<file path="src/rtl/fetch_pkg.sv">
// Shared types and constants for the instruction fetch sequencer and its output FIFO.
package fetch_pkg;

  typedef enum logic [1:0] {
    ST_IDLE = 2'd0,
    ST_RUN  = 2'd1,
    ST_HALT = 2'd2
  } fetch_state_e;

  localparam int OPCODE_MSB = 31;
  localparam int OPCODE_LSB = 26;

  localparam logic [5:0] HALT_OPCODE_DEFAULT = 6'h3F;

endpackage

</file>
<file path="src/rtl/fetch_fifo.sv">
// Synchronous FIFO holding {pc, instruction} entries; head is presented combinationally.
module fetch_fifo #(
  parameter int WIDTH = 40,
  parameter int DEPTH = 2,
  parameter int CNT_W = $clog2(DEPTH) + 1
) (
  input  logic             clk,
  input  logic             rst_n,
  input  logic             flush,
  input  logic             push,
  input  logic             pop,
  input  logic [WIDTH-1:0] din,
  output logic [WIDTH-1:0] dout,
  output logic [CNT_W-1:0] count,
  output logic             full,
  output logic             empty
);

  localparam int PTR_W = $clog2(DEPTH);

  logic [WIDTH-1:0] mem_q [DEPTH];
  logic [PTR_W-1:0] rd_ptr_q, wr_ptr_q;
  logic [CNT_W-1:0] count_q;
  logic             push_eff, pop_eff;

  assign empty    = (count_q == '0);
  assign full     = (count_q == CNT_W'(DEPTH));
  assign count    = count_q;
  assign dout     = mem_q[rd_ptr_q];

  // A pop frees a slot in the same cycle, so a full FIFO can still accept a push.
  assign pop_eff  = pop & ~empty & ~flush;
  assign push_eff = push & ~flush & (~full | pop_eff);

  always_ff @(posedge clk or negedge rst_n) begin
    if (!rst_n) begin
      rd_ptr_q <= '0;
      wr_ptr_q <= '0;
      count_q  <= '0;
    end else if (flush) begin
      rd_ptr_q <= '0;
      wr_ptr_q <= '0;
      count_q  <= '0;
    end else begin
      if (push_eff) wr_ptr_q <= wr_ptr_q + 1'b1;
      if (pop_eff)  rd_ptr_q <= rd_ptr_q + 1'b1;
      case ({push_eff, pop_eff})
        2'b10:   count_q <= count_q + 1'b1;
        2'b01:   count_q <= count_q - 1'b1;
        default: count_q <= count_q;
      endcase
    end
  end

  always_ff @(posedge clk) begin
    if (push_eff) mem_q[wr_ptr_q] <= din;
  end

endmodule

</file>
<file path="src/rtl/fetch_sequencer.sv">
// Fetch sequencer: owns the PC, reads InstructionMemory and queues {pc, inst} for decode.
module fetch_sequencer
  import fetch_pkg::*;
#(
  parameter int               ADDR_W      = 8,
  parameter int               DATA_W      = 32,
  parameter logic [ADDR_W-1:0] RESET_PC   = '0,
  parameter int               FIFO_DEPTH  = 2,
  parameter logic [5:0]       HALT_OPCODE = HALT_OPCODE_DEFAULT
) (
  input  logic              clk,
  input  logic              rst_n,
  input  logic              start,
  input  logic              redirect_valid,
  input  logic [ADDR_W-1:0] redirect_pc,
  output logic [ADDR_W-1:0] inst_address,
  input  logic [DATA_W-1:0] read_data,
  output logic              out_valid,
  input  logic              out_ready,
  output logic [DATA_W-1:0] out_inst,
  output logic [ADDR_W-1:0] out_pc,
  output logic              busy,
  output logic              halted
);

  localparam int CNT_W = $clog2(FIFO_DEPTH) + 1;

  fetch_state_e      state_q, state_d;
  logic [ADDR_W-1:0] pc_q, pc_d;
  logic              busy_q, halted_q;

  logic              redirect_take, flush, push, pop, is_halt;
  logic              fifo_empty, fifo_full_unused;
  logic [CNT_W-1:0]  fifo_count;
  logic [ADDR_W+DATA_W-1:0] fifo_dout;

  assign redirect_take = redirect_valid & (state_q != ST_IDLE);
  assign flush         = redirect_take | start;
  assign pop           = out_valid & out_ready;
  assign push          = (state_q == ST_RUN) & ~flush &
                         ((fifo_count < CNT_W'(FIFO_DEPTH)) | pop);
  assign is_halt       = (read_data[OPCODE_MSB:OPCODE_LSB] == HALT_OPCODE);

  assign inst_address  = pc_q;
  assign out_valid     = ~fifo_empty;
  assign out_pc        = fifo_dout[ADDR_W+DATA_W-1:DATA_W];
  assign out_inst      = fifo_dout[DATA_W-1:0];
  assign busy          = busy_q;
  assign halted        = halted_q;

  // Redirect outranks start, which outranks a normal fetch.
  always_comb begin
    state_d = state_q;
    pc_d    = pc_q;
    if (redirect_take) begin
      state_d = ST_RUN;
      pc_d    = redirect_pc;
    end else if (start) begin
      state_d = ST_RUN;
      pc_d    = RESET_PC;
    end else if (push) begin
      pc_d = pc_q + 1'b1;
      if (is_halt) state_d = ST_HALT;
    end
  end

  always_ff @(posedge clk or negedge rst_n) begin
    if (!rst_n) begin
      state_q  <= ST_IDLE;
      pc_q     <= RESET_PC;
      busy_q   <= 1'b0;
      halted_q <= 1'b0;
    end else begin
      state_q  <= state_d;
      pc_q     <= pc_d;
      busy_q   <= (state_d == ST_RUN);
      halted_q <= (state_d == ST_HALT);
    end
  end

  fetch_fifo #(
    .WIDTH (ADDR_W + DATA_W),
    .DEPTH (FIFO_DEPTH),
    .CNT_W (CNT_W)
  ) u_fifo (
    .clk   (clk),
    .rst_n (rst_n),
    .flush (flush),
    .push  (push),
    .pop   (pop),
    .din   ({pc_q, read_data}),
    .dout  (fifo_dout),
    .count (fifo_count),
    .full  (fifo_full_unused),
    .empty (fifo_empty)
  );

endmodule

</file>
<file path="config.mk">
export PLATFORM = sky130hd
export DESIGN_NAME = fetch_sequencer
export DESIGN_NICKNAME = d
export VERILOG_FILES = /design/src/rtl/fetch_pkg.sv /design/src/rtl/fetch_fifo.sv /design/src/rtl/fetch_sequencer.sv
export SDC_FILE = /design/constraint.sdc
export NUM_CORES = 1
export LEC_CHECK = 0
export CORE_ASPECT_RATIO = 1.75
export CORE_MARGIN = 2
export CORE_UTILIZATION = 44
export DETAILED_ROUTE_END_ITERATION = 7
export GPL_ROUTABILITY_DRIVEN = 1
export PLACE_DENSITY = 0.8
export SYNTH_ARGS = -nofsm -noshare
export SYNTH_HDL_FRONTEND = slang
export SYNTH_SLANG_ARGS = --single-unit
</file>
<file path="constraint.sdc">
create_clock -name clk -period 5.5 [get_ports clk]
set_input_delay 1.65 -clock clk [delete_from_list [all_inputs] [get_ports clk]]
set_output_delay 1.65 -clock clk [all_outputs]
set_load 0.03 [all_outputs]
</file>
==> results of run 1 <==
metrics by stage:
step | utilization [%] | std cells
4_1_cts | 61.0 | 442
5_1_grt | 61.0 | 442
3_5_place_dp | 57.2 | 426
3_3_place_gp | 57.2 | 426
6_report | 61.0 | 442
2_1_floorplan | - | 221
layer usage:
layer	vias up	routed length [um]	global-route usage, %
met4	0	248	9.03
li1	1034	-	-
met1	1073	2690	17.8
met2	74	4170	29.3
met3	16	325	3.55
met5	-	0	0
report_power, final:
group	internal, mW	switching [mW]
clock network	0.398	0.254
logic	0.0932	0.0989
registers	0.820	0.0198
final cells by class:
| cell class | instances | area [um^2] | share of cell area, % |
|---|---|---|---|
| clock inverters | 7 | 96.3 | 1.85 |
| well taps | 117 | 146 | 2.80 |
| clock buffers | 9 | 225 | 4.31 |
| flip-flops and latches | 96 | 2800 | 53.7 |
| inverters | 3 | 11.3 | 0.216 |
| multi-input cells | 112 | 963 | 18.5 |
| repair buffers | 98 | 973 | 18.6 |
cells by family (layout without fill, tap and decap cells):
family	Yosys count	after routing
AND/OR/NAND/NOR	41	41
flip-flops	96	96
AO/OA/AOI/OAI	21	21
buffers and inverters	13	117
multiplexers	41	41
adder cells (fa/ha/maj)	1	1
XOR/XNOR	8	8
placed cells by master, fill, tap and decap left out, types with 2 or more instances in the layout:
cell	count
clkbuf_16	9
nand3_1	2
a221oi_2	2
dfrtp_1	15
edfxtp_1	80
clkdlybuf4s50_1	95
xnor2_1	7
a21oi_1	2
nand2_1	11
mux2_2	40
bufinv_16	2
buf_4	3
nor2_1	10
nor4_4	3
inv_1	3
o21ai_1	6
clkinvlp_4	3
a21o_1	3
sequential cells by signal, summed over array words and instances, names as in the netlist:
register / count
busy: 1
halted: 1
inst_address: 8
state_q: 2
u_fifo.count: 2
u_fifo.mem_q: 80
u_fifo.rd_ptr_q: 1
u_fifo.wr_ptr_q: 1
Yosys cell counts, types with 2 or more instances:
cell type  instances  area (um^2)
mux2_2            40          450
buf_4              2         15.0
a21oi_1            2         10.0
and3_1             2         12.5
nor2_1            10         37.5
xnor2_1            7         61.3
a21o_1             3         22.5
inv_1              3         11.3
nand3_1            2         10.0
dfrtp_1           16          400
edfxtp_1          80         2400
nand2_1           11         41.3
o21ai_1            6         30.0
buf_2              7         35.0
a221oi_2           2         30.0
nor4_4             2         42.5
worst max-delay path by stage:
stage                          startpoint             endpoint  slack [ns]  cells past startpoint
after detailed placement        out_ready  u_fifo.mem_q[1][17]        1.52                      5
final                     u_fifo.rd_ptr_q         out_inst[16]        1.49                      2
after floorplan            redirect_valid   u_fifo.mem_q[0][0]        0.66                      4
after global routing      u_fifo.rd_ptr_q         out_inst[16]        1.38                      2
after global placement          out_ready  u_fifo.mem_q[1][11]        1.58                      5
after CTS                 u_fifo.rd_ptr_q         out_inst[16]        1.46                      2
worst max-delay path: stages (launching register included):
cell and delay [ns]:
dfrtp_2 0.95, mux2_2 0.42, clkdlybuf4s50_1 0.62
==> results.cfg, run 1 <==
[outcome]
outcome = finished, final reports clean

[cells_and_area]
drive_gt1_share_pct = 21.5
finalNetCount = 366
syn_to_final_growth_pct = 36.8
fillers = 668
n_antenna_cell = 0
stdcell_area_mm2 = 0.00522

[pwr]
p_total_mw = 1.68
p_per_area_mw_per_mm2 = 323
peakVddDrop_v = 0.000179
leakage_nw = 1.78

[timing]
report.final.slew_viol_count = 0
slew_headroom_pct = 37.4
layout_setup_ws_ns = 1.49
period_needed_ns = 4.01
hold_ws_ns = 0.542
timing_hold_violations_final = 0
setup_tns_ns = 0
grt_setup_unrepaired = no
skew_ns = 0.00603
setup_violations = 0
worstMarginPinSlew_ns = 0.940
fmax_mhz = 250
fin_crit_sh_pct = 72.8

[logic_synthesis]
syn_avg_cell_area_um2 = 17.3
synth-compound-area-share_pct = 3.97
synthMuxAreaShare_pct = 12.1
syn_inst = 221
ys_seq_elements = 96
async_reset_ff_share_pct = 16.7
synthXorXnorAreaFrac_pct = 1.84
synth_ff_type = edfxtp_1
synth_area_mm2 = 0.00381
synth_enable_flop_cells = 80
synth_top_family_by_area = multiplexers
synthesis.nets = 267
ys.warnings.count = 0
synth-simple-area-share_pct = 6.63
ys_seq_area_share_pct = 73.5
synth_fa_ha_area_share_pct = 0.328
ys_types = 42

[cts]
clockBufferDepth = 2
hold_buffers = 0
cts_resized = 0
clkSinkCount = 96
cts.clk_slew.worst_paths_ns = 0.06
worst_skew_pair.late_latency_ns = 0.34
cts_setup_buffers = 0
cts_tree = built
htreeDepth = 3
cts_buffers = 9
cts-root-buf = clkbuf_16

[floorplan]
dieArea_mm2 = 0.00946
ioPinCount = 96
rows = 45
die_h_um = 127
core_mm2 = 0.00856
start_util_pct = 44.6
die_x_um = 74.4

[drt]
drtIter0Drc = 156
routed_wl_mm = 7.44
drcViolationCount = 0
dr.pass1.iters = 4
via_per_inst = 4.97
postRouteAntennaNets = 0
wire_per_inst_um = 16.8
vias = 2197

[global_routing]
first_global_vias = 2227
antenna_found_initial = 0
track_usage_pct = 16.6
grt_pass1_wl_mm = 11.4
grt_max_degree = 42
grt_remaining_overflow = 0

[place]
place_ws_ns = 1.52
io_buffers = 95
place_area_mm2 = 0.00490
place.gp.congestion = 0.822
hpwlAfterDp_mm = 5.08

[worst_setup_path]
arrival_ns = 2.36
worstPathRequired_ns = 3.85
critical_path.max_fanout = 41
rr_worst_depth = 3
ff2ff_setup_slack_ns = 3.06
endpoint_kind = output port
crit_type = reg -> out
rr_startpoint = state_q[1]
r2r-end = u_fifo.mem_q[1][29]
startpoint_type = register

[min_path]
hold_path.class = reg -> reg
min_from = inst_address[7]
worstHoldPathCells = 0
holdPathEnd = u_fifo.mem_q[0][39]

[job]
drv_cap = 0
Note: power is estimated with default switching activity, not from simulation.
==> run 2: changes to the inputs <==
- CORE_UTILIZATION: 44 -> 48
- PLACE_DENSITY: 0.8 -> 0.82
- clock period: 5.5 -> 3.9 ns (I/O delays scaled with it)
==> run 2 against run 1 <==
  * Register-to-register slack worse by 1.4 ns
  * Die area decreased by 8.0%
  * First-iteration DRC count grew 12%
  * Largest power group unchanged
==> results.cfg, run 2 (synthesized netlist as in run 1, its figures left out) <==
[cts]
cts_buffers = 9
cts_tree = built
cts_resized = 0
cts.clk_slew.worst_paths_ns = 0.06
clockBufferDepth = 2
worst_skew_pair.late_latency_ns = 0.33
htreeDepth = 3
cts-root-buf = clkbuf_16
clkSinkCount = 96
hold_buffers = 0
cts_setup_buffers = 0

[pwr]
netSwitchingFraction_pct = 21.8
p_comb_share_pct = 12.2
power.internal_mw = 1.78
p_total_mw = 2.28
p_seq_share_pct = 51.9
switchingPower_uw = 496
peakVddDrop_v = 0.000332
p_per_area_mw_per_mm2 = 439
leakage_nw = 1.79
clkPwrFrac_pct = 35.9

[cells_and_area]
n_antenna_cell = 0
largest_register_ffs = 80
mostFrequentLayoutCells = 95 x clkdlybuf4s50_1, 80 x edfxtp_1, 40 x mux2_2, 15 x dfrtp_1, 11 x nand2_1
drive_gt1_share_pct = 20.8
finalNetCount = 368
regMostFlops = u_fifo.mem_q
fillers = 574
syn_to_final_growth_pct = 35.9
stdcell_area_mm2 = 0.00518
final_common_cell = clkdlybuf4s50_1

[floorplan]
die_h_um = 122
core_mm2 = 0.00780
start_util_pct = 48.9
die_x_um = 71.4
rows = 43
dieArea_mm2 = 0.00870
ioPinCount = 96

[timing]
period_needed_ns = 3.11
grt_setup_unrepaired = no
fmax_mhz = 322
slew_headroom_pct = 48.9
worstMarginPinSlew_ns = 0.764
fin_crit_sh_pct = 79.6
timing_hold_violations_final = 0
skew_ns = 0.00433
setup_tns_ns = 0
report.final.slew_viol_count = 0
setup_violations = 0

[place]
place.gp.congestion = 0.848
hpwlAfterDp_mm = 5.20
io_buffers = 95
place_area_mm2 = 0.00490

[drt]
via_per_inst = 5.32
wire_per_inst_um = 18.1
dr.pass1.iters = 4
routed_wl_mm = 7.54
drtIter0Drc = 175
drcViolationCount = 0
vias = 2218
postRouteAntennaNets = 0

[global_routing]
grt_remaining_overflow = 0
antenna_found_initial = 0
first_global_vias = 2339
grt_pass1_wl_mm = 11.8
grt_max_degree = 42
track_usage_pct = 18.6

[worst_setup_path]
worstPathRequired_ns = 2.73
crit_type = reg -> out
slowest_delay_ns = 0.61
cp_slowest_cell = clkdlybuf4s50_1
endpoint_kind = output port
startpoint_type = register
critical_path.max_fanout = 41
crit_chain = buf_12 > mux2_2 > clkdlybuf4s50_1
arrival_ns = 1.94

[job]
drv_cap = 0

[outcome]
outcome = finished, final reports clean

[min_path]
hold_path.class = reg -> reg
[run 2: critical path: cells and delay by family, from the launching register on]
| family | cells | cell delay, ns |
|---|---|---|
| multiplexers | 1 | 0.38 |
| flip-flops | 1 | 0.37 |
| buffers and inverters | 2 | 0.84 |
[run 2: metrics by stage]
stage	hold slack, ns	utilization, %	worst slack [ns]	instances
floorplan	0.531	-	0.472	221
global placement	0.516	62.9	0.654	401
detailed placement	0.523	62.9	0.613	401
CTS	0.539	66.5	0.770	417
global route	0.566	66.5	0.733	417
finish	0.543	66.5	0.795	417
[run 2: worst paths after layout]
path                                  endpoint             from  depth (start not counted)  slack [ns]
setup / recovery                     out_pc[0]  u_fifo.rd_ptr_q                          3        0.79
hold / removal             u_fifo.mem_q[0][39]  inst_address[7]                          0        0.54
setup reg to reg           u_fifo.mem_q[1][28]       state_q[1]                          4        1.63
hold reg to reg            u_fifo.mem_q[0][39]  inst_address[7]                          0        0.54
max in group asynchronous      u_fifo.rd_ptr_q            rst_n                          1        2.08
min in group asynchronous      inst_address[4]            rst_n                          1        1.29
[run 2: layer usage]
layer	track usage [%]	share of wire (%)	vias up
li1	-	-	1040
met2	33.4	59	73
met4	11.0	2.8	0
met1	19.0	33	1089
met3	4.88	5.5	16
met5	0	0	-
[run 2: layout make-up]
type	instances	area [um^2]	share of cell area (%)
Clock inverter	5	47.5	0.917
Tap cell	90	113	2.17
Multi-Input combinational cell	112	963	18.6
Sequential cell	96	2800	54.1
Clock buffer	11	233	4.49
Inverter	3	11.3	0.217
Timing Repair Buffer	100	1010	19.5
[run 2: power by group through the flow]
stage               Combinational (mW)  Clock [mW]  Sequential (mW)
floorplan                        0.129           0             1.21
global placement                 0.276           0             1.20
detailed placement               0.279           0             1.20
CTS                              0.282       0.842             1.18
global route                     0.295       0.880             1.18
finish                           0.279       0.816             1.18
==> run 3: changes to the inputs <==
- CORE_UTILIZATION: 48 -> 44
- PLACE_DENSITY: 0.82 -> 0.8
- clock period: 3.9 -> 2.85 ns (I/O delays scaled with it)
==> run 3 against run 2 <==
  * Critical path depth is the same
  * First-iteration DRC count fell by 8.0%
  * Wire length shrank 3.6%
  * Sequential power is 36% higher
  * Die area grew 8.7%
  * Sequential share of layout area fell by 0.39 points
  * Highest routed layer unchanged
  * Total power grew 34%
  * Largest power group unchanged
  * Final area rose by 0.72%
  * Setup slack got worse by 0.72 ns
  * Non-clock buffer count rose by 3
==> results.cfg, run 3 (synthesized netlist as in run 1, its figures left out) <==
[outcome]
outcome = finished, final reports clean

[global_routing]
grt_max_degree = 41
grt_pass1_wl_mm = 11.0
track_usage_pct = 15.9
first_global_vias = 2308
antenna_found_initial = 0
grt_remaining_overflow = 0

[pwr]
switchingPower_uw = 685
p_seq_share_pct = 53.1
leakage_nw = 1.79
power.internal_mw = 2.35
netSwitchingFraction_pct = 22.5
clkPwrFrac_pct = 34.3
p_total_mw = 3.04
p_per_area_mw_per_mm2 = 582
peakVddDrop_v = 0.000327
p_comb_share_pct = 12.6

[cts]
clockBufferDepth = 2
hold_buffers = 0
cts.clk_slew.worst_paths_ns = 0.06
clkSinkCount = 96
cts-root-buf = clkbuf_16
cts_setup_buffers = 0
htreeDepth = 3
cts_buffers = 9
cts_tree = built
worst_skew_pair.late_latency_ns = 0.34

[timing]
fmax_mhz = 361
skew_ns = 0.00631
layout_setup_ws_ns = 0.0781
grt_setup_unrepaired = no
setup_violations = 0
worstMarginPinSlew_ns = 0.776
fin_crit_sh_pct = 97.3
report.final.slew_viol_count = 0
timing_hold_violations_final = 0
period_needed_ns = 2.77
slew_headroom_pct = 48.1

[floorplan]
die_x_um = 74.4
start_util_pct = 44.6
die_h_um = 127
ioPinCount = 96
rows = 45
dieArea_mm2 = 0.00946
core_mm2 = 0.00856

[cells_and_area]
final_common_cell = clkdlybuf4s50_1
finalNetCount = 371
regMostFlops = u_fifo.mem_q
n_antenna_cell = 0
fillers = 686
largest_register_ffs = 80
finalNonFillerCells = 447
mostFrequentLayoutCells = 95 x clkdlybuf4s50_1, 80 x edfxtp_1, 40 x mux2_2, 15 x dfrtp_1, 11 x nand2_1
drive_gt1_share_pct = 21.5
syn_to_final_growth_pct = 36.9
stdcell_area_mm2 = 0.00522

[min_path]
worstHoldPathCells = 0
min_from = inst_address[7]
holdPathEnd = u_fifo.mem_q[0][39]
hold_path.class = reg -> reg

[place]
place_ws_ns = 0.230
place_inst = 431
place.gp.congestion = 0.770
place_area_mm2 = 0.00496
hpwlAfterDp_mm = 5.12
io_buffers = 95

[worst_setup_path]
critical_path.max_fanout = 24
rr_worst_depth = 3
crit_chain = buf_6 > mux2_2 > clkdlybuf4s50_1
arrival_ns = 1.92
crit_type = reg -> out
cp_slowest_cell = clkdlybuf4s50_1
r2r-end = u_fifo.mem_q[0][15]
path_buf_inv = 2
rr_startpoint = state_q[1]
path_delay_family = buffers and inverters
endpoint_kind = output port
worstPathRequired_ns = 2.00
startpoint_type = register
slowest_delay_ns = 0.61
ff2ff_setup_slack_ns = 0.98

[drt]
postRouteAntennaNets = 0
drcViolationCount = 0
drtIter0Drc = 161
dr.pass1.iters = 4
wire_per_inst_um = 16.3
via_per_inst = 4.99
routed_wl_mm = 7.27
vias = 2229

[job]
drv_cap = 0
run 3: final cells by class:
cell class / count / area (um^2) / share of cell area, %
sequential: 96 / 2800 / 53.7
timing repair buffer: 103 / 1040 / 19.9
multi-input combinational: 112 / 963 / 18.4
clock buffer: 12 / 236 / 4.53
tap: 117 / 146 / 2.80
clock inverter: 4 / 21.3 / 0.407
inverter: 3 / 11.3 / 0.216
run 3: power by group through the flow:
stage	clock (mW)	combinational, mW	sequential (mW)
after CTS	1.07	0.388	1.61
final	1.04	0.382	1.61
after detailed placement	0	0.386	1.64
after global placement	0	0.380	1.64
after floorplan	0	0.177	1.65
after global routing	1.13	0.405	1.62
run 3: how the worst max path moves through the flow:
stage                               end             from  slack, ns  depth (start not counted)
finish                      out_inst[2]  u_fifo.rd_ptr_q       0.08                          3
detailed placement  u_fifo.mem_q[0][10]        out_ready       0.23                          5
CTS                        out_inst[30]  u_fifo.rd_ptr_q       0.05                          3
floorplan            u_fifo.mem_q[0][0]   redirect_valid      -0.15                          4
global placement    u_fifo.mem_q[0][13]        out_ready       0.26                          5
global route               out_inst[20]  u_fifo.rd_ptr_q      0.002                          3
run 3: what timing repair did:
item,CTS,global route
resized for setup,1,0
endpoints found under the setup margin,10,0
endpoints found under the hold margin,0,0
run 3: metal layers:
layer | share of wire (%) | track usage (%) | vias to the layer above
met5 | 0 | 0 | -
met4 | 2.6 | 8.09 | 0
met3 | 4.0 | 2.92 | 15
met2 | 58 | 29.8 | 71
met1 | 35 | 15.8 | 1095
li1 | - | - | 1048
run 3: metrics by stage:
step                hold slack (ns)  util (%)  setup TNS [ns]
floorplan                     0.531         -           -6.10
global placement              0.538      58.0               0
detailed placement            0.537      58.0               0
CTS                           0.556      61.0               0
global route                  0.572      61.0               0
finish                        0.555      61.0               0
run 3: worst register-to-register path: stages (launching register included):
cell	delay [ns]
dfrtp_1	0.42
nand2b_1	0.42
nor4_4	0.41
buf_12	0.28
